`src/rtl/aes_pkg.sv`:
```
// rtl/aes_pkg.sv - shared AES widths, state/column types and GF(2^8) xtime helper
package aes_pkg;

    localparam int AES_STATE_W = 128;
    localparam int AES_NB      = 4;

    typedef logic [7:0]             aes_byte_t;
    typedef logic [31:0]            aes_col_t;
    typedef logic [AES_STATE_W-1:0] aes_state_t;

    // Multiply by x (0x02) in GF(2^8) modulo x^8+x^4+x^3+x+1
    function automatic aes_byte_t xtime(input aes_byte_t b);
        xtime = {b[6:0], 1'b0} ^ (b[7] ? 8'h1b : 8'h00);
    endfunction

endpackage

```
`src/rtl/mix_column_word.sv`:
```
// rtl/mix_column_word.sv - combinational MixColumns / InvMixColumns on one 32-bit column
module mix_column_word
    import aes_pkg::*;
(
    input  logic [31:0] col_in,
    input  logic        inv,
    output logic [31:0] col_out
);

    // Per-byte multiples built once from a shared xtime chain and reused by both directions
    aes_byte_t a   [AES_NB];
    aes_byte_t m2  [AES_NB];
    aes_byte_t m3  [AES_NB];
    aes_byte_t m9  [AES_NB];
    aes_byte_t m11 [AES_NB];
    aes_byte_t m13 [AES_NB];
    aes_byte_t m14 [AES_NB];

    genvar g;

    for (g = 0; g < AES_NB; g++) begin : g_mul
        aes_byte_t x2;
        aes_byte_t x4;
        aes_byte_t x8;

        // Byte a0 sits in the top byte of the column word (row 0)
        assign a[g]   = col_in[31-8*g -: 8];
        assign x2     = xtime(a[g]);
        assign x4     = xtime(x2);
        assign x8     = xtime(x4);
        assign m2[g]  = x2;
        assign m3[g]  = x2 ^ a[g];
        assign m9[g]  = x8 ^ a[g];
        assign m11[g] = x8 ^ x2 ^ a[g];
        assign m13[g] = x8 ^ x4 ^ a[g];
        assign m14[g] = x8 ^ x4 ^ x2;
    end

    for (g = 0; g < AES_NB; g++) begin : g_out
        localparam int I1 = (g + 1) % AES_NB;
        localparam int I2 = (g + 2) % AES_NB;
        localparam int I3 = (g + 3) % AES_NB;

        // Circulant matrix row g: forward {2,3,1,1}, inverse {14,11,13,9}
        assign col_out[31-8*g -: 8] = inv ? (m14[g] ^ m11[I1] ^ m13[I2] ^ m9[I3])
                                          : (m2[g]  ^ m3[I1]  ^ a[I2]   ^ a[I3]);
    end

endmodule

```
`src/rtl/mix_columns_iter.sv`:
```
// rtl/mix_columns_iter.sv - iterative column-at-a-time AES (Inv)MixColumns stage with bypass
module mix_columns_iter
    import aes_pkg::*;
(
    input  logic                   clk,
    input  logic                   rst_n,
    input  logic                   in_valid,
    output logic                   in_ready,
    input  logic [AES_STATE_W-1:0] in_data,
    input  logic                   in_inv,
    input  logic                   in_bypass,
    output logic                   out_valid,
    input  logic                   out_ready,
    output logic [AES_STATE_W-1:0] out_data
);

    localparam logic [1:0] ST_IDLE = 2'd0;
    localparam logic [1:0] ST_BUSY = 2'd1;
    localparam logic [1:0] ST_DONE = 2'd2;

    logic [1:0] fsm;
    logic [1:0] col;
    logic       inv_q;
    aes_state_t state_q;
    aes_state_t state_mixed;
    aes_col_t   cur_col;
    aes_col_t   mixed_col;
    logic       in_fire;
    logic       out_fire;

    // A finished block may be replaced on the same edge it is consumed, so DONE forwards out_ready
    always_comb begin
        in_ready = 1'b0;
        if (rst_n) begin
            case (fsm)
                ST_IDLE: in_ready = 1'b1;
                ST_DONE: in_ready = out_ready;
                default: in_ready = 1'b0;
            endcase
        end
    end

    assign in_fire  = in_valid && in_ready;
    assign out_fire = out_valid && out_ready;
    assign out_data = state_q;

    // Pick the column currently being worked on
    always_comb begin
        cur_col = state_q[127:96];
        case (col)
            2'd0: cur_col = state_q[127:96];
            2'd1: cur_col = state_q[95:64];
            2'd2: cur_col = state_q[63:32];
            2'd3: cur_col = state_q[31:0];
            default: cur_col = state_q[127:96];
        endcase
    end

    mix_column_word u_mix (
        .col_in  (cur_col),
        .inv     (inv_q),
        .col_out (mixed_col)
    );

    // Splice the mixed column back into its slot, other columns untouched
    always_comb begin
        state_mixed = state_q;
        case (col)
            2'd0: state_mixed[127:96] = mixed_col;
            2'd1: state_mixed[95:64]  = mixed_col;
            2'd2: state_mixed[63:32]  = mixed_col;
            2'd3: state_mixed[31:0]   = mixed_col;
            default: state_mixed = state_q;
        endcase
    end

    // Control FSM, column counter and state register; reset drops any block in flight
    always_ff @(posedge clk) begin
        if (!rst_n) begin
            fsm       <= ST_IDLE;
            col       <= 2'd0;
            inv_q     <= 1'b0;
            state_q   <= '0;
            out_valid <= 1'b0;
        end else begin
            case (fsm)
                ST_IDLE, ST_DONE: begin
                    if (in_fire) begin
                        state_q <= in_data;
                        inv_q   <= in_inv;
                        col     <= 2'd0;
                        if (in_bypass) begin
                            fsm       <= ST_DONE;
                            out_valid <= 1'b1;
                        end else begin
                            fsm       <= ST_BUSY;
                            out_valid <= 1'b0;
                        end
                    end else if (out_fire) begin
                        fsm       <= ST_IDLE;
                        out_valid <= 1'b0;
                    end
                end
                ST_BUSY: begin
                    state_q <= state_mixed;
                    col     <= col + 2'd1;
                    if (col == 2'd3) begin
                        fsm       <= ST_DONE;
                        out_valid <= 1'b1;
                    end
                end
                default: begin
                    fsm       <= ST_IDLE;
                    out_valid <= 1'b0;
                end
            endcase
        end
    end

endmodule

```
`config.mk`:
```
export PLATFORM = sky130hd
export DESIGN_NAME = mix_columns_iter
export DESIGN_NICKNAME = d
export VERILOG_FILES = /design/src/rtl/aes_pkg.sv /design/src/rtl/mix_column_word.sv /design/src/rtl/mix_columns_iter.sv
export SDC_FILE = /design/constraint.sdc
export NUM_CORES = 1
export LEC_CHECK = 0
export ABC_AREA = 1
export BUFFER_PORTS_ARGS = -buffer_cell sky130_fd_sc_hd__buf_2
export CORE_ASPECT_RATIO = 1.75
export CORE_MARGIN = 2
export CORE_UTILIZATION = 33
export DETAILED_ROUTE_END_ITERATION = 12
export SLEW_MARGIN = 15
export SYNTH_ARGS = -nofsm -noshare
export SYNTH_HDL_FRONTEND = slang
export SYNTH_SLANG_ARGS = --single-unit
```
`constraint.sdc`:
```
create_clock -name clk -period 3.75 [get_ports clk]
set_input_delay 0 -clock clk [delete_from_list [all_inputs] [get_ports clk]]
set_output_delay 0 -clock clk [all_outputs]
set_load 0.02 [all_outputs]
```
---- Yosys cells after proc, flatten, opt, wreduce, memory -nomap -nowiden ----
Index checks and enable logic that the tools add are counted.
storage, ports and cells
  flip-flop bits (word level) ............. 134
  word-level logic and storage cells ...... 134
  bits of input ports ..................... 134
  output and inout bits ................... 130
operators by class
  bitwise operators ....................... 64
  reductions and logical operators ........ 13
  equal/unequal tests ..................... 11
  muxes and demuxes ....................... 37
  $add $sub $neg .......................... 1
operators with widths
  kind                                                                      count
  8-bit XOR                                                                 64
  128-bit one-hot mux with 2 select lines                                   1
  128-bit 2-to-1 mux                                                        1
  32-bit 2-to-1 mux                                                         4
  32-bit one-hot mux with 4 select lines                                    1
  5-bit 2-to-1 mux                                                          12
  8-bit 2-to-1 mux                                                          4
  3-bit AND reduction                                                       4
  2-bit 2-to-1 mux                                                          5
  2-bit one-hot mux with 2 select lines                                     2
  2-bit == test (second input constant)                                     3
  2-bit by 1-bit inequality test with 1-bit output (second input constant)  3
  2-bit AND reduction                                                       3
  1-bit 2-to-1 mux                                                          5
  2-bit by 1-bit == test with 1-bit output (second input constant)          2
  2-bit logical NOT                                                         2
  2-bit inequality test (second input constant)                             2
  1-bit one-hot mux with 2 select lines                                     2
  3-bit inequality test (second input constant)                             1
  2-bit by 1-bit adder with 2-bit output (second input constant)            1
  1-bit logical AND                                                         2
  2-bit nonzero test                                                        1
  2-bit OR reduction                                                        1

---- Longest topological paths before layout ----
Gate-level depths: netlist of the first run.
  word-level depth ........................ 16
  depth in mapped cells ................... 25
  mapped depth without buffers ............ 22

---- Modules after synthesis ----
From an unflattened synthesis of the first run, not the netlist that was laid out.
second synthesis, totals
  cell total of the unflattened synthesis .. 2,123
  area, all modules ....................... 12,594.6 µm²
modules (own cells, without submodules)
  module            cells an instance  times used  sequential area each (µm²)  area an instance (µm²)
  mix_columns_iter  1,158              1           2,662.6                     7,071.8
  mix_column_word   965                1           0.0                         5,522.8

---- Least setup slack after synthesis of the first run ----
No wires, ideal clock.
  path type ............................... register to register
  from .................................... register col[0]
  to ...................................... register state_q[106], in the netlist out_data[106]
  required time ........................... 3,630 ps
  library setup time ...................... 120 ps
  path buffers ............................ 3
  arrival time ............................ 2,501 ps
  clock period less this slack ............ 2,621 ps
  path slack .............................. 1,129 ps
  cell stages (with the launch flop) ...... 18
  cells stage by stage .................... dfxtp_1 -> inv_1 -> ha_1 -> buf_6 -> inv_6 -> buf_12 -> buf_6 -> nor2_1 -> a31oi_4 -> xor2_1 -> xor2_1 -> or2_2 -> nand2_1 -> nor2_1 -> nor2_1 -> nand2_1 -> nand2_1 -> a21oi_1
between the ends
  cells in the longest elaborated chain, start to end .. 14
  elaborated cells on any way between the ends .. 44
  classes of those cells .................. eq/ne: 4; mux: 12; bitwise: 26; reduce/logical: 2
RTL lines
  item                                                  RTL line                                      text
  start: declaration                                    mix_columns_iter.sv:22                        logic [1:0] col;
  start signal: assignment                              mix_columns_iter.sv:106                       col <= col + 2'd1;
  2-bit == test (tied with other cells)                 mix_columns_iter.sv:50                        case (col)
  32-bit one-hot mux with 4 select lines                mix_columns_iter.sv:50
  5-bit 2-to-1 mux / 8-bit XOR (equally long branches)  aes_pkg.sv:13                                 xtime = {b[6:0], 1'b0} ^ (b[7] ? 8'h1b : 8'h00);
  8-bit XOR / 5-bit 2-to-1 mux (equally long branches)  aes_pkg.sv:13
  8-bit XOR (2 in a row)                                aes_pkg.sv:13
  8-bit XOR, on equally long branches (2 in a row)      mix_column_word.sv:36, mix_column_word.sv:34
  8-bit XOR (3 in a row)                                mix_column_word.sv:45                         assign col_out[31-8*g -: 8] = inv ? (m14[g] ^ m11[I1] ^ m13[I2] ^ m9[I3])
  8-bit 2-to-1 mux                                      mix_column_word.sv:45
  32-bit 2-to-1 mux                                     mix_columns_iter.sv:68                        case (col)
  128-bit one-hot mux with 2 select lines               mix_columns_iter.sv:86                        case (fsm)
  end signal: assignment                                mix_columns_iter.sv:89                        state_q <= in_data;
  end signal: assignment                                mix_columns_iter.sv:105                       state_q <= state_mixed;
  end: declaration                                      mix_columns_iter.sv:24                        aes_state_t state_q;
Several ways; a longest one is shown, not always the timed one. The select of a mux whose other input is x is not followed.
A chain may end at the register's enable or synchronous reset.

---- Final worst setup path of the first run ----
  from .................................... register col[0]
  to ...................................... register state_q[92], in the netlist out_data[92]
between the ends
  cells in the longest elaborated chain, start to end .. 14
  elaborated cells on any way between the ends .. 47
  classes of those cells .................. eq/ne: 4; mux: 15; bitwise: 26; reduce/logical: 2
RTL lines
  item                                                  RTL line
  2-bit == test (tied with other cells)                 mix_columns_iter.sv:50
  32-bit one-hot mux with 4 select lines                mix_columns_iter.sv:50
  8-bit XOR                                             aes_pkg.sv:13
  5-bit 2-to-1 mux / 8-bit XOR (equally long branches)  aes_pkg.sv:13
  8-bit XOR / 5-bit 2-to-1 mux (equally long branches)  aes_pkg.sv:13
  8-bit XOR                                             aes_pkg.sv:13
  8-bit XOR, on equally long branches (2 in a row)      mix_column_word.sv:36, mix_column_word.sv:34
  8-bit XOR (3 in a row)                                mix_column_word.sv:45
  8-bit 2-to-1 mux                                      mix_column_word.sv:45
  32-bit 2-to-1 mux                                     mix_columns_iter.sv:68
  128-bit one-hot mux with 2 select lines               mix_columns_iter.sv:86
Several ways; a longest one is shown, not always the timed one. The select of a mux whose other input is x is not followed.

==> flow_results.org, run 1 <==
** Synthesis
- After synthesis the netlist holds a flip-flop and latch count of approximately 130.
- Counting every instance in the synthesized netlist gives around 1900.
- The netlist uses 46 different library cells.
- After synthesis, the share of flip-flops with an asynchronous set or reset is 0%.
- Number of warnings reported in the yosys synthesis log :: 0
- Post-Synthesis Net Count :: 2072
- Proportion of synthesized chip area in sequential cells :: 22.7%
- Top_reg_cell synth :: dfxtp_1
- Post-synthesis instance area :: between 10000 and 15000 um2
- A synthesized cell averages 6.08 um2.
- In this run, synthesis inferred 0 flip-flops with an integrated enable.

** STA
- Final hold violation count :: 0
- The worst pin sits at a relative slew slack of 18.2%.
- Total negative slack for setup checks :: 0 ns
- RSZ-0062 raised after global routing :: false
- The final critical path takes up between 90% and 100% of the cycle.
- For the pin with the worst max-slew slack, the measured transition is 1.23 ns.
- Timing would allow up to 0.282 GHz.
- Setup violations remaining at the end of the flow were counted as 0.
- The number of max-slew violations in the final report was 0.
- Worst Setup Slack, final :: ~0.20 ns
- Clock tree skew after final layout :: 0.00871 ns
- Clock period minus final worst setup slack :: roughly 3.6 ns

** Floorplanning
- Total Die Area :: 37200 um2
- Number of ports placed on the die boundary :: between 200 and 300
- The floorplan has 91 rows.
- Die height :: ~250 um
- From left edge to right edge, the die measures roughly 150 um.
- Once the floorplan was initialized, standard cells occupied 33.4% of the core.
- The region available for standard cell placement spans about 35000 um2.

** Worst setup path
- At the worst endpoint, the required time is around 4 ns.
- The most numerous cell type found on the critical path is nand2_1.
- Arrival time reported for the critical path endpoint :: approximately 3.9 ns
- Setup Crit Path Kind :: flop to flop
- Maximum fanout count along the critical path :: 25
- The slowest stage of the critical path is the o21ai_2 cell.
- The critical path goes through inv_1 -> ha_1 -> inv_6 -> buf_12 -> o21ai_2 -> nand2_1 -> nand2_1 -> nand2_1 -> nand2_1 -> nand2_1 -> nand2_1 -> nand2_1 -> nand2_1 -> inv_1 -> nand3_1 -> nand3_1 -> nand2_1 -> nand2_1 -> a21oi_1.
- The worst setup path is launched from a flop.
- Endpoint type of the worst setup path :: flop
- Max incr delay on CP :: around 0.71 ns

** Global route
- Global-route met3 utilization :: roughly 3.9%
- Global-route wire length before repair :: 95.4 mm
- For met1 alone, demand over resource in global routing was between 30% and 40%.
- Aggregate global-route resource usage :: around a third
- Summed over all layers, the global routing overflow is 0.
- The global routing stage identified its most utilized layer as met2.
- The number of global-route vias before repair came to 15000.
- Number of antenna violations at the first check in global routing :: 0
- Largest net degree at the start of global routing :: between 100 and 150
- Global routing consumed, on the met2 layer, 62.9% of the routing resources.

** CTS
- Buffers inserted during clock tree synthesis total 17.
- Clock-pin slew was measured on the worst setup and hold paths at roughly 0.060 ns.
- Number of levels in the clock H-tree :: 4
- Clock tree synthesis found a total of ~130 sinks.
- TritonCTS clock tree :: done
- Clock tree synthesis selected as its root buffer the cell clkbuf_16.
- The later pin in the worst-skew pair is clocked with a latency of approximately 0.44 ns.
- Maximum buffer depth of the clock tree :: 2

** Routing
- Number of vias in the routed layout :: ~15000
- Routed len/inst :: 23.2 um
- For this run, the detailed router's first-pass iteration total came to 6.
- The routed design has approximately 66 mm of wire.
- DRC violations left :: 0
- DRT antenna net count :: 0
- DRC violation total after the first TritonRoute iteration :: ~1600
- Vias per cell :: 5.41

** Cells and area
- Number of nets in the layout :: ~2500
- Layout cell share with drive strength beyond 1 :: between 20% and 30%
- The number of antenna diodes in the final layout is 0.
- Compared with the post-synthesis result, the final layout area differs by 37.7%.

** Run
- Max-cap violations in this run came to 0.

** Placement
- Prior to clock tree synthesis, the placed netlist has a worst setup slack of -0.0736 ns.
- Detailed-placement wirelength estimate :: around 51 mm
- Input and output buffers added on the ports amount to ~260.
- Placer Congestion :: 1.11

** Run status
- The flow ran to the end, and the final reports show no timing, DRC or antenna violations.

** Pwr
- The analysis attributes to cell leakage a power of about 8.1 nW.
- Tot Pwr :: ~9.4 mW
- IR analysis of the VDD net gives a maximum drop of approximately 0.32 mV.
- Areal power density over the cells :: ~580 nW/um2

** Worst hold path
- The path class of the tightest hold or removal check is primary input to flop.
-- final timing paths --
| check | start | to | slack, ns | depth (start not counted) |
|---|---|---|---|---|
| worst max-delay path | col[0]$_SDFFE_PN0P_ | out_data[92]$_SDFFE_PN0P_ | 0.20 | 19 |
| worst min-delay path | in_valid | inv_q$_SDFFE_PN0P_ | 0.11 | 3 |
| worst max register to register | col[0]$_SDFFE_PN0P_ | out_data[92]$_SDFFE_PN0P_ | 0.20 | 19 |
| worst min register to register | col[0]$_SDFFE_PN0P_ | col[0]$_SDFFE_PN0P_ | 0.54 | 1 |
-- synthesized netlist by cell type, types with 2 or more instances --
master    number  area, um2
inv_1         90        338
nand4_1        6       37.5
xnor2_1       43        377
xor2_2         7        114
buf_4          9       67.6
nand2_1      725       2720
o21ai_1        6       30.0
xnor2_2        2       32.5
buf_6          9        101
nand3b_1       7       52.6
or2_1          3       18.8
o21bai_1       5       37.5
inv_2          4       15.0
o22ai_4        5        100
nand2_4        2       22.5
nor2_1        63        236
xor2_4         2       55.1
nand3_1      127        636
clkbuf_1      57        214
o22ai_2        3       37.5
xor2_1       116       1020
o22ai_1        2       12.5
o21bai_4       2       37.5
nor2_2         4       25.0
nor2_4         4       45.0
dfxtp_1      133       2660
nand2_2       12       75.1
a21oi_1      281       1410
or2_2         12       75.1
o21ai_2        6       52.6
buf_2         15       75.1
o21bai_2       2       22.5
o21ai_0      148        741
o21ai_4        4       65.1
ha_1           5       62.6
buf_12         2       40.0
-- metal layers --
layer  vias up  share of wire (%)
met3       266                5.7
met5         -                  0
met2       873                 50
li1       7198                  -
met1      7146                 35
met4         0                9.8
-- where the power goes --
| part | switching, mW | total (mW) | leakage [nW] | internal (mW) |
|---|---|---|---|---|
| Clock | 0.703 | 1.89 | 0.312 | 1.19 |
| Combinational | 3.80 | 5.78 | 6.65 | 1.98 |
| Sequential | 0.147 | 1.70 | 1.10 | 1.55 |
-- sequential cells by signal (all words and copies together), names as in the netlist --
register / flops
out_valid: 1
inv_q: 1
col: 2
fsm: 1
out_data: 128
-- critical path: cells and delay by family (launching register included) --
kind / cells / cell delay [ns]
AOI/OAI and AO/OA: 2 / 0.93
adders and majority gates: 1 / 0.29
buffers and inverters: 4 / 0.44
DFF: 1 / 0.35
and+or+nand+nor: 12 / 1.47
-- area by class of cell --
class / count / area (um2)
Timing Repair Buffer: 522 / 3650
Inverter: 96 / 372
Clock inverter: 11 / 170
Clock buffer: 21 / 480
Tap cell: 465 / 582
Fill cell: 3682 / 19000
Multi-Input combinational cell: 1612 / 8250
Sequential cell: 133 / 2660
-- kinds of logic after synthesis --
family,Yosys count,share of synthesized area [%]
compound gates,471,22.2
xor+xnor,170,13.6
buf+inv,188,7.35
flops,133,22.7
fa+ha+maj,5,0.533
simple gates,966,33.6
-- cells in the final DEF (no fill, tap or decap), drive strengths merged, types with 6 or more instances in the layout --
| master | instances |
|---|---|
| o21ai | 164 |
| clkbuf | 21 |
| o22ai | 10 |
| o21bai | 9 |
| nand3b | 7 |
| nand3 | 127 |
| dfxtp | 133 |
| dlygate4sd3 | 133 |
| or2 | 15 |
| nor2 | 71 |
| buf | 389 |
| inv | 97 |
| xnor2 | 45 |
| nand2 | 739 |
| a21oi | 282 |
| xor2 | 125 |
| nand4 | 6 |
-- what timing repair did --
| action | in CTS | in global routing |
|---|---|---|
| pin swaps | 1 | 1 |
| endpoints found under the setup margin | 8 | 59 |
| buffers inserted | 1 | 1 |
| gates resized for setup | 0 | 13 |
| endpoints found under the hold margin | 132 | 0 |
| hold buffers | 133 | 0 |
-- through the flow --
step / util [%] / instances / cell area [um2] / hold slack (ns)
5_1_grt: 46.0 / 2860 / 16200 / 0.127
3_5_place_dp: 40.1 / 2693 / 14100 / 0.288
6_report: 46.0 / 2860 / 16200 / 0.107
4_1_cts: 45.8 / 2859 / 16100 / 0.0926
2_1_floorplan: - / 1933 / 11700 / 0.150
3_3_place_gp: 40.1 / 2693 / 14100 / 0.281
No activity file was read; power rests on OpenSTA's default activity.
==> run 2, diff against run 1 <==
--- a/config.mk
+++ b/config.mk
@@ -14,4 +14,5 @@
 export SLEW_MARGIN = 15
 export SYNTH_ARGS = -nofsm -noshare
 export SYNTH_HDL_FRONTEND = slang
+export SYNTH_HIERARCHICAL = 1
 export SYNTH_SLANG_ARGS = --single-unit
==> run 2 against run 1 <==
  * Clock skew is 0.0040 ns higher
  * Via count is 1.2% higher
  * Final cell count is 7.2% higher
  * Clock power is 11% lower
  * Die area is 7.1% higher
==> flow_results.org, run 2 <==
** Floorplanning
- After floorplanning, the core was sized to cover about 38000 um2.
- The die is 262 um tall.
- The die covers between 30000 and 40000 um2.
- The die is between 150 and 200 um wide.
- Number of ports placed on the die boundary :: between 200 and 300
- Initial Util :: approximately a third
- After floorplanning, the core was divided into between 90 and 100 placement rows.

** Synthesis
- Ranked by total cell area, the synthesized netlist is headed by nand2_1, dfxtp_1, nor2_1, xor2_1, nand3_1.
- In the synthesized netlist, the cells that appear most often are nand2_1, nor2_1, nand3_1.
- The netlist uses 35 different library cells.
- In this run, synthesis inferred 0 flip-flops with an integrated enable.
- Synthesis inferred 133 register bits.
- Number of warnings reported in the yosys synthesis log :: 6
- For this run, the leading register cell type out of synthesis is dfxtp_1.
- Of all flip-flops after synthesis, the portion carrying an async set or reset was 0%.
- Proportion of synthesized chip area in sequential cells :: between 20% and 30%
- Post-synthesis instance area :: 12600 um2
- In the synthesized netlist, the number of instances is 2123.
- After synthesis, the largest area contributor takes up between 20 and 25% of total cell area.
- Leading area contributor after synthesis :: nand2_1
- When the netlist entered floorplanning its net count stood at 2262.
- After synthesis, the mean cell area works out to 5.93 um2.
- Among all cell types in the netlist, the one instantiated most often is nand2_1.

** Placement
- Once detailed placement completed, the half-perimeter wirelength came to approximately 49 mm.
- Port bufs :: 263
- Placer Congestion :: 1.07

** CTS
- Worst-Skew Late Latency :: 0.45 ns
- Number of levels in the clock H-tree :: 4
- Library cell used as clock root buffer :: clkbuf_16
- TritonCTS sink count :: between 100 and 150
- TritonCTS built the clock tree.
- Maximum buffer depth of the clock tree :: 2
- Number of buffers created by CTS :: 17
- After clock tree synthesis, the clock-pin slew on the worst setup and hold paths is roughly 0.060 ns.

** STA
- Clock tree skew after final layout :: approximately 0.013 ns
- Period Utilization, post-route :: between 90% and 100%
- In the final timing run, aggregate negative setup slack is 0 ns.
- Clock period minus final worst setup slack :: around 3.6 ns
- Setup violations remaining at the end of the flow were counted as 0.
- On the final layout, the worst hold slack is roughly 0.027 ns.
- Total count of max-transition violations in the final report :: 0
- Final hold violation count :: 0
- Max Clk Rate :: between 0.2 and 0.3 GHz
- For the pin with the worst max-slew slack, the measured transition is 0.940 ns.
- Remaining max-slew budget at the tightest pin :: between 30% and 40%

** Pwr
- The share of total power dissipated in combinational logic is 66.3%.
- Tot Pwr :: 10.0 mW
- Switching Share :: 50.6%
- The share of total power dissipated in sequential elements is between 10% and 20%.
- Areal power density over the cells :: about 580 nW/um2
- Leakage power figure :: a little over 9 nW
- VDD sags by at most roughly 0.36 mV.
- Internal power contribution :: between 4 and 5 mW
- Switching pwr :: about 5 mW
- Portion of total power attributed to the clock network :: 16.8%

** Routing
- DRC violations left :: 0
- For this run, the detailed router's first-pass iteration total came to 6.
- DRC violation total after the first TritonRoute iteration :: between 1000 and 1500
- For this block, the via count after detailed routing is 15700.
- Routed len/inst :: between 20 and 25 um
- Overall routed net length :: ~65 mm
- DRT antenna net count :: 0
- After detailed routing, the number of vias per cell comes to about 5.1.

** Run status
- The run finished with clean final reports.

** Global route
- Global-route met3 utilization :: under 10%
- Global routing consumed, on the met1 layer, 34.4% of the routing resources.
- Entering global routing, the biggest net connects 86 pins.
- Global routing used between 50% and 60% of the available met2 tracks.
- Number of global-route vias before repair :: about 15000
- Aggregate global-route resource usage :: around a third
- The number of antenna violations at the first check in global routing was 1.
- Total gr overflow :: 0
- The first global-routing pass estimated 94.2 mm of wire.
- Most Used Layer, Global Route :: met2

** Worst setup path
- Slowest cell on the critical path :: dfxtp_2
- Kind of start point of the critical path :: flop
- STA puts the critical path data arrival time at 4.00 ns.
- Setup Crit Path Kind :: flop to flop
- Top cell by count, worst path :: buf_4
- STA puts the critical path data required time at about 4.1 ns.
- Crit path buffers/inverters :: 10
- The signal on the critical path passes through inv_1 -> ha_2 -> inv_4 -> buf_12 -> nor2_1 -> a31oi_1 -> buf_4 -> buf_4 -> nand2_2 -> nand2_2 -> buf_12 -> buf_4 -> xnor2_1 -> xor2_1 -> inv_1 -> nand2_1 -> nand3_1 -> o21ai_2 -> buf_4 -> nand3_1 -> buf_4 -> nand2_1 -> nor2_1 -> nor2_1.
- Of all nets on the critical path, the largest fanout is 7.
- The worst setup path is captured at a flop.
- Max incr delay on CP :: roughly 0.34 ns
- Grouping stages by cell kind, the critical path spends the most delay in buffers and inverters.

** Cells and area
- Layout area overhead :: 36.7%
- Most common cell after layout, fill and taps aside :: nand2_1
- The register with the most flip-flops in the layout has 128 of them.
- Layout cell share with drive strength beyond 1 :: 23.1%
- After the last flow step, the layout net total stands at ~2700.
- Leaving out fill and tap cells, the most frequent cells in the layout are nand2_1, nor2_1, buf_2.

** Run
- The tool flagged a number of max-cap violations equal to 0.

** Worst hold path
- Type of the tightest min-delay check :: primary input to flop
==> run 2: timing repair <==
item | 4_1_cts | 5_1_grt
cloned | 0 | 2
gates resized for setup | 4 | 29
setup buffers | 0 | 1
hold buffers | 128 | 0
setup endpoints to repair | 8 | 75
pin swaps | 0 | 1
endpoints found under the hold margin | 125 | 0
==> run 2: cell families (layout without fill, tap and decap cells) <==
group	Yosys count	after routing	synth area share, %
other	0	1	0
adders and majority gates	5	5	0.497
xor gates and xnor gates	206	206	16.2
and+or+nand+nor	1288	1288	42.3
buffers and inverters	253	714	10.0
AOI/OAI and AO/OA	238	238	9.84
DFF	133	133	21.1
==> run 2: stage by stage <==
step	setup WS [ns]	cells	cell area [um2]	util [%]
after CTS	0.0109	3061	17000	45.3
after floorplan	0.710	2123	12600	-
final	0.126	3065	17200	45.8
after global placement	-0.0774	2901	15200	40.3
after detailed placement	-0.0976	2901	15200	40.3
after global routing	-0.0159	3065	17200	45.8
==> run 2: final timing paths <==
check / from / slack [ns] / to / cells after the start
worst max-delay path: col[1]$_SDFFE_PN0P_ / 0.13 / out_data[38]$_SDFFE_PN0P_ / 24
worst min-delay path: in_data[19] / 0.03 / out_data[19]$_SDFFE_PN0P_ / 7
worst max register to register: col[1]$_SDFFE_PN0P_ / 0.13 / out_data[38]$_SDFFE_PN0P_ / 24
worst min register to register: col[1]$_SDFFE_PN0P_ / 0.52 / col[1]$_SDFFE_PN0P_ / 2
==> run 2: routing by layer <==
| metal | up-vias | routed length (um) |
|---|---|---|
| li1 | 7507 | - |
| met1 | 7285 | 22900 |
| met2 | 699 | 33300 |
| met3 | 184 | 3630 |
| met4 | 0 | 5150 |
| met5 | - | 0 |
==> run 2: cell type report <==
type | instances | area (um2)
Multi-Input combinational cell | 1737 | 8830
Tap cell | 480 | 601
Inverter | 129 | 507
Fill cell | 3954 | 20400
Timing Repair Buffer | 553 | 4040
Clock buffer | 20 | 447
Antenna cell | 1 | 2.50
Clock inverter | 12 | 129
Sequential cell | 133 | 2660
==> run 2: power by group through the flow <==
stage,combinational (mW),sequential [mW],clock (mW)
after floorplan,3.85,1.84,0
after global placement,6.36,1.72,0
after detailed placement,6.36,1.72,0
after CTS,6.52,1.69,1.70
after global routing,7.16,1.70,1.75
final,6.65,1.69,1.68
==> run 2: worst min-delay path, cell delays in order <==
cell     delay, ns
buf_2         0.07
nand2_1       0.07
nand2_1       0.06
inv_1         0.03
nand3_1       0.07
nand2_1       0.05
nor2_1        0.08
==> run 3, diff against run 2 <==
--- a/config.mk
+++ b/config.mk
@@ -7,10 +7,13 @@
 export LEC_CHECK = 0
 export ABC_AREA = 1
 export BUFFER_PORTS_ARGS = -buffer_cell sky130_fd_sc_hd__buf_2
+export CELL_PAD_IN_SITES_DETAIL_PLACEMENT = 0
+export CELL_PAD_IN_SITES_GLOBAL_PLACEMENT = 1
 export CORE_ASPECT_RATIO = 1.75
 export CORE_MARGIN = 2
 export CORE_UTILIZATION = 33
 export DETAILED_ROUTE_END_ITERATION = 12
+export PLACE_DENSITY_LB_ADDON = 0.1
 export SLEW_MARGIN = 15
 export SYNTH_ARGS = -nofsm -noshare
 export SYNTH_HDL_FRONTEND = slang
==> run 3 against run 2 <==
  * Global-route usage increased by 1.8 points
  * Sequential cell count did not move
  * Clock-buffer cell count is 1 lower
  * Combinational power up 6.3%
  * Core utilization increased by 0.63 points
  * Routed wire length increased by 4.3%
  * Critical path depth rose by 1
  * Worst setup slack worse by 0.056 ns
  * Design area increased by 1.4%
  * Clock skew rose by 0.0022 ns
  * Hold slack worse by 0.019 ns
  * Fmax decreased by 1.5%
  * Critical endpoint is now out_data[124]$_SDFFE_PN0P_
  * Largest power group unchanged
==> flow_results.org, run 3 (same netlist as run 2, synthesis figures left out) <==
** CTS
- Maximum buffer depth of the clock tree :: 2
- Clock slew at reported path FFs :: approximately 0.06 ns
- Library cell used as clock root buffer :: clkbuf_16
- TritonCTS sink count :: roughly 130
- TritonCTS built the clock tree.
- Worst-Skew Late Latency :: approximately 0.44 ns
- Buffers inserted during clock tree synthesis total 17.
- The H-tree was split into 4 levels.

** Worst setup path
- Setup Crit Path Kind :: flop to flop
- Critical Path RT :: 4.11 ns
- The worst register-to-register path has a depth of 25.
- The worst setup path is launched from a flop.
- Maximum fanout count along the critical path :: 22
- Arrival time reported for the critical path endpoint :: about 4 ns
- Endpoint type of the worst setup path :: flop
- The setup check on the worst reg-to-reg path leaves a slack of ~0.070 ns.
- The worst register-to-register path ends at out_data[124]$_SDFFE_PN0P_.
- Worst reg2reg path startpoint :: col[1]$_SDFFE_PN0P_

** STA
- In the post-route analysis, the smallest setup slack over all paths is 0.0701 ns.
- The number of max-slew violations in the final report was 0.
- Fin Hold WS :: slightly below 0.008 ns
- After layout, the worst path uses a little over nine tenths of the clock period.
- Remaining max-slew budget at the tightest pin :: about two fifths
- Adding up every negative setup slack in the final design gives 0 ns.
- Clock tree skew after final layout :: approximately 0.015 ns
- Derived from the worst setup path, the maximum achievable clock frequency is about 0.27 GHz.
- Counting I/O delays and the setup requirement, the final critical path takes 3.68 ns.
- Transition time at the pin with the least slew margin :: slightly below 0.9 ns
- Final hold violation count :: 0
- Setup-failing EPs final :: 0

** Global route
- Entering global routing, the biggest net connects between 100 and 150 pins.
- Met2 usage in global routing :: 59.7%
- The first global-routing pass estimated between 90 and 100 mm of wire.
- Number of antenna violations at the first check in global routing :: 1
- The number of global-route vias before repair is around 15000.
- Across every metal layer, demand over resource in global routing totals 33.8%.
- The global routing stage identified its most utilized layer as met2.
- In the global route stage, met1 resource usage came out at between 30 and 40%.
- For this run the aggregate overflow at the end of global routing stands at 0.
- Global-route met3 utilization :: about 5.5%

** Routing
- Routed len/inst :: roughly 22 um
- DRC violations left :: 0
- The detailed router placed roughly 16000 vias in this run.
- In this run the remaining antenna-violating nets after routing total 0.
- In the routed layout, each cell is associated on average with a via count of around 5.1.
- Overall routed net length :: between 60 and 70 mm
- Drt first pass iters :: 6
- DRC violation total after the first TritonRoute iteration :: roughly 850

** Placement
- Summing all placed instances gives a cell area of 15400 um2.
- Detailed placement ended at an HPWL of 53.0 mm.
- Counting tap cells, the placed design contains a total of 2936 instances.
- Buffers placed on the I/O ports in this run total around 260.
- At the placement stage, the worst setup path has a slack of -0.0847 ns.
- The congestion estimate from routability-driven global placement came to 1.12.

** Floorplanning
- After floorplanning, the core was divided into 94 placement rows.
- Total Die Area :: roughly 40000 um2
- During I/O placement, the number of pins put on the boundary was 264.
- Once the floorplan was initialized, standard cells occupied approximately 33% of the core.
- After floorplanning, the core was sized to cover roughly 38000 um2.
- Horizontal die dimension :: roughly 150 um
- From bottom edge to top edge, the die measures approximately 260 um.

** Run status
- The flow ran to the end, and the final reports show no timing, DRC or antenna violations.

** Worst hold path
- Cell depth of the worst min-delay path :: 7
- Endpoint of the worst hold path :: out_data[6]$_SDFFE_PN0P_
- Startpoint of the lowest-slack hold path :: in_data[6]
- Type of the tightest min-delay check :: primary input to flop

** Run
- Across the run, the number of max-cap violations was 0.

** Pwr
- Overall power consumption after layout is estimated at just over 10 mW.
- The analysis attributes to cell leakage a power of ~9.3 nW.
- Areal power density over the cells :: 594 nW/um2
- VDD sags by at most between 0.2 and 0.3 mV.

** Cells and area
- Filler cells :: 4079
- The net count of the finished layout is about 2700.
- Across the whole layout, storage elements account for roughly 2700 um2.
- Number of flip-flops in the largest register :: between 100 and 150
- Layout cell share with drive strength beyond 1 :: between 20% and 30%
- Final design utilization :: between 40 and 50%
- Commonest cells after routing, fill and taps aside :: nand2_1, nor2_1, buf_2
- The finished layout holds 3096 standard cells, fillers aside.
- Antenna fix cells :: 0
- Post-route design area :: 17500 um2
- Layout area overhead :: 38.6%
- Combined area of the multi-input logic cells :: ~8900 um2
- The library cell used most frequently in the layout, excluding fill and tap cells, is nand2_1.
[run 3: cell count changes in the layout (fill, tap and decap cells not counted), moves of 4 or more]
cell,before,now
nand2_1,769,765
dlygate4sd3_1,128,114
buf_4,143,192
xor2_1,107,101
xor2_2,13,17
nand2_4,13,18
inv_6,1,6
[run 3: layout make-up]
cell class / instances / area share, %
multi-input combinational: 1737 / 51.1
clock buffer: 19 / 2.54
inverter: 129 / 2.95
timing repair buffer: 585 / 24.2
clock inverter: 13 / 0.566
sequential: 133 / 15.3
tap: 480 / 3.44
[run 3: repair_timing]
action                                  CTS  global route
buffers inserted                          0            14
hold buffers                            114             0
pin swaps                                 0             6
resized for setup                         2            48
endpoints found under the setup margin    4            86
hold endpoints to repair                112             0
[run 3: worst max-delay path by stage]
stage,cells past startpoint,end,startpoint,slack (ns)
after floorplan,23,out_data[12]$_SDFFE_PN0P_,col[0]$_SDFFE_PN0P_,0.71
after global placement,26,out_data[84]$_SDFFE_PN0P_,col[0]$_SDFFE_PN0P_,-0.02
after detailed placement,26,out_data[84]$_SDFFE_PN0P_,col[0]$_SDFFE_PN0P_,-0.08
after CTS,26,out_data[5]$_SDFFE_PN0P_,col[0]$_SDFFE_PN0P_,0.02
after global routing,25,out_data[124]$_SDFFE_PN0P_,col[1]$_SDFFE_PN0P_,-0.11
final,25,out_data[124]$_SDFFE_PN0P_,col[1]$_SDFFE_PN0P_,0.07
[run 3: where the power goes]
group          leakage (nW)  internal, mW  switching (mW)
Sequential             1.10          1.55           0.162
Clock                 0.261         0.869           0.712
Combinational          7.94          2.62            4.45
[run 3: routing by layer]
layer / routed length, um / vias up
met4: 6220 / 2
met2: 34700 / 615
met3: 3500 / 221
li1: - / 7578
met5: 13 / -
met1: 23400 / 7302
[run 3: worst max-delay path: stages, from the launching register on]
cell and delay (ns):
dfxtp_1 0.34, buf_4 0.13, ha_1 0.25, buf_12 0.21
a21oi_1 0.09, a31oi_1 0.14, buf_4 0.20, inv_2 0.08
nand2_1 0.10, nand2_4 0.05, buf_4 0.19, xnor2_2 0.38
buf_4 0.19, inv_1 0.03, nand2_1 0.09, nand2_1 0.08
nand2_1 0.06, nand2_1 0.04, nand2_1 0.06, nand3_1 0.07
nand2_1 0.21, nand3_1 0.16, buf_4 0.20, nand2_1 0.06
nor2_1 0.04, nor2_1 0.13
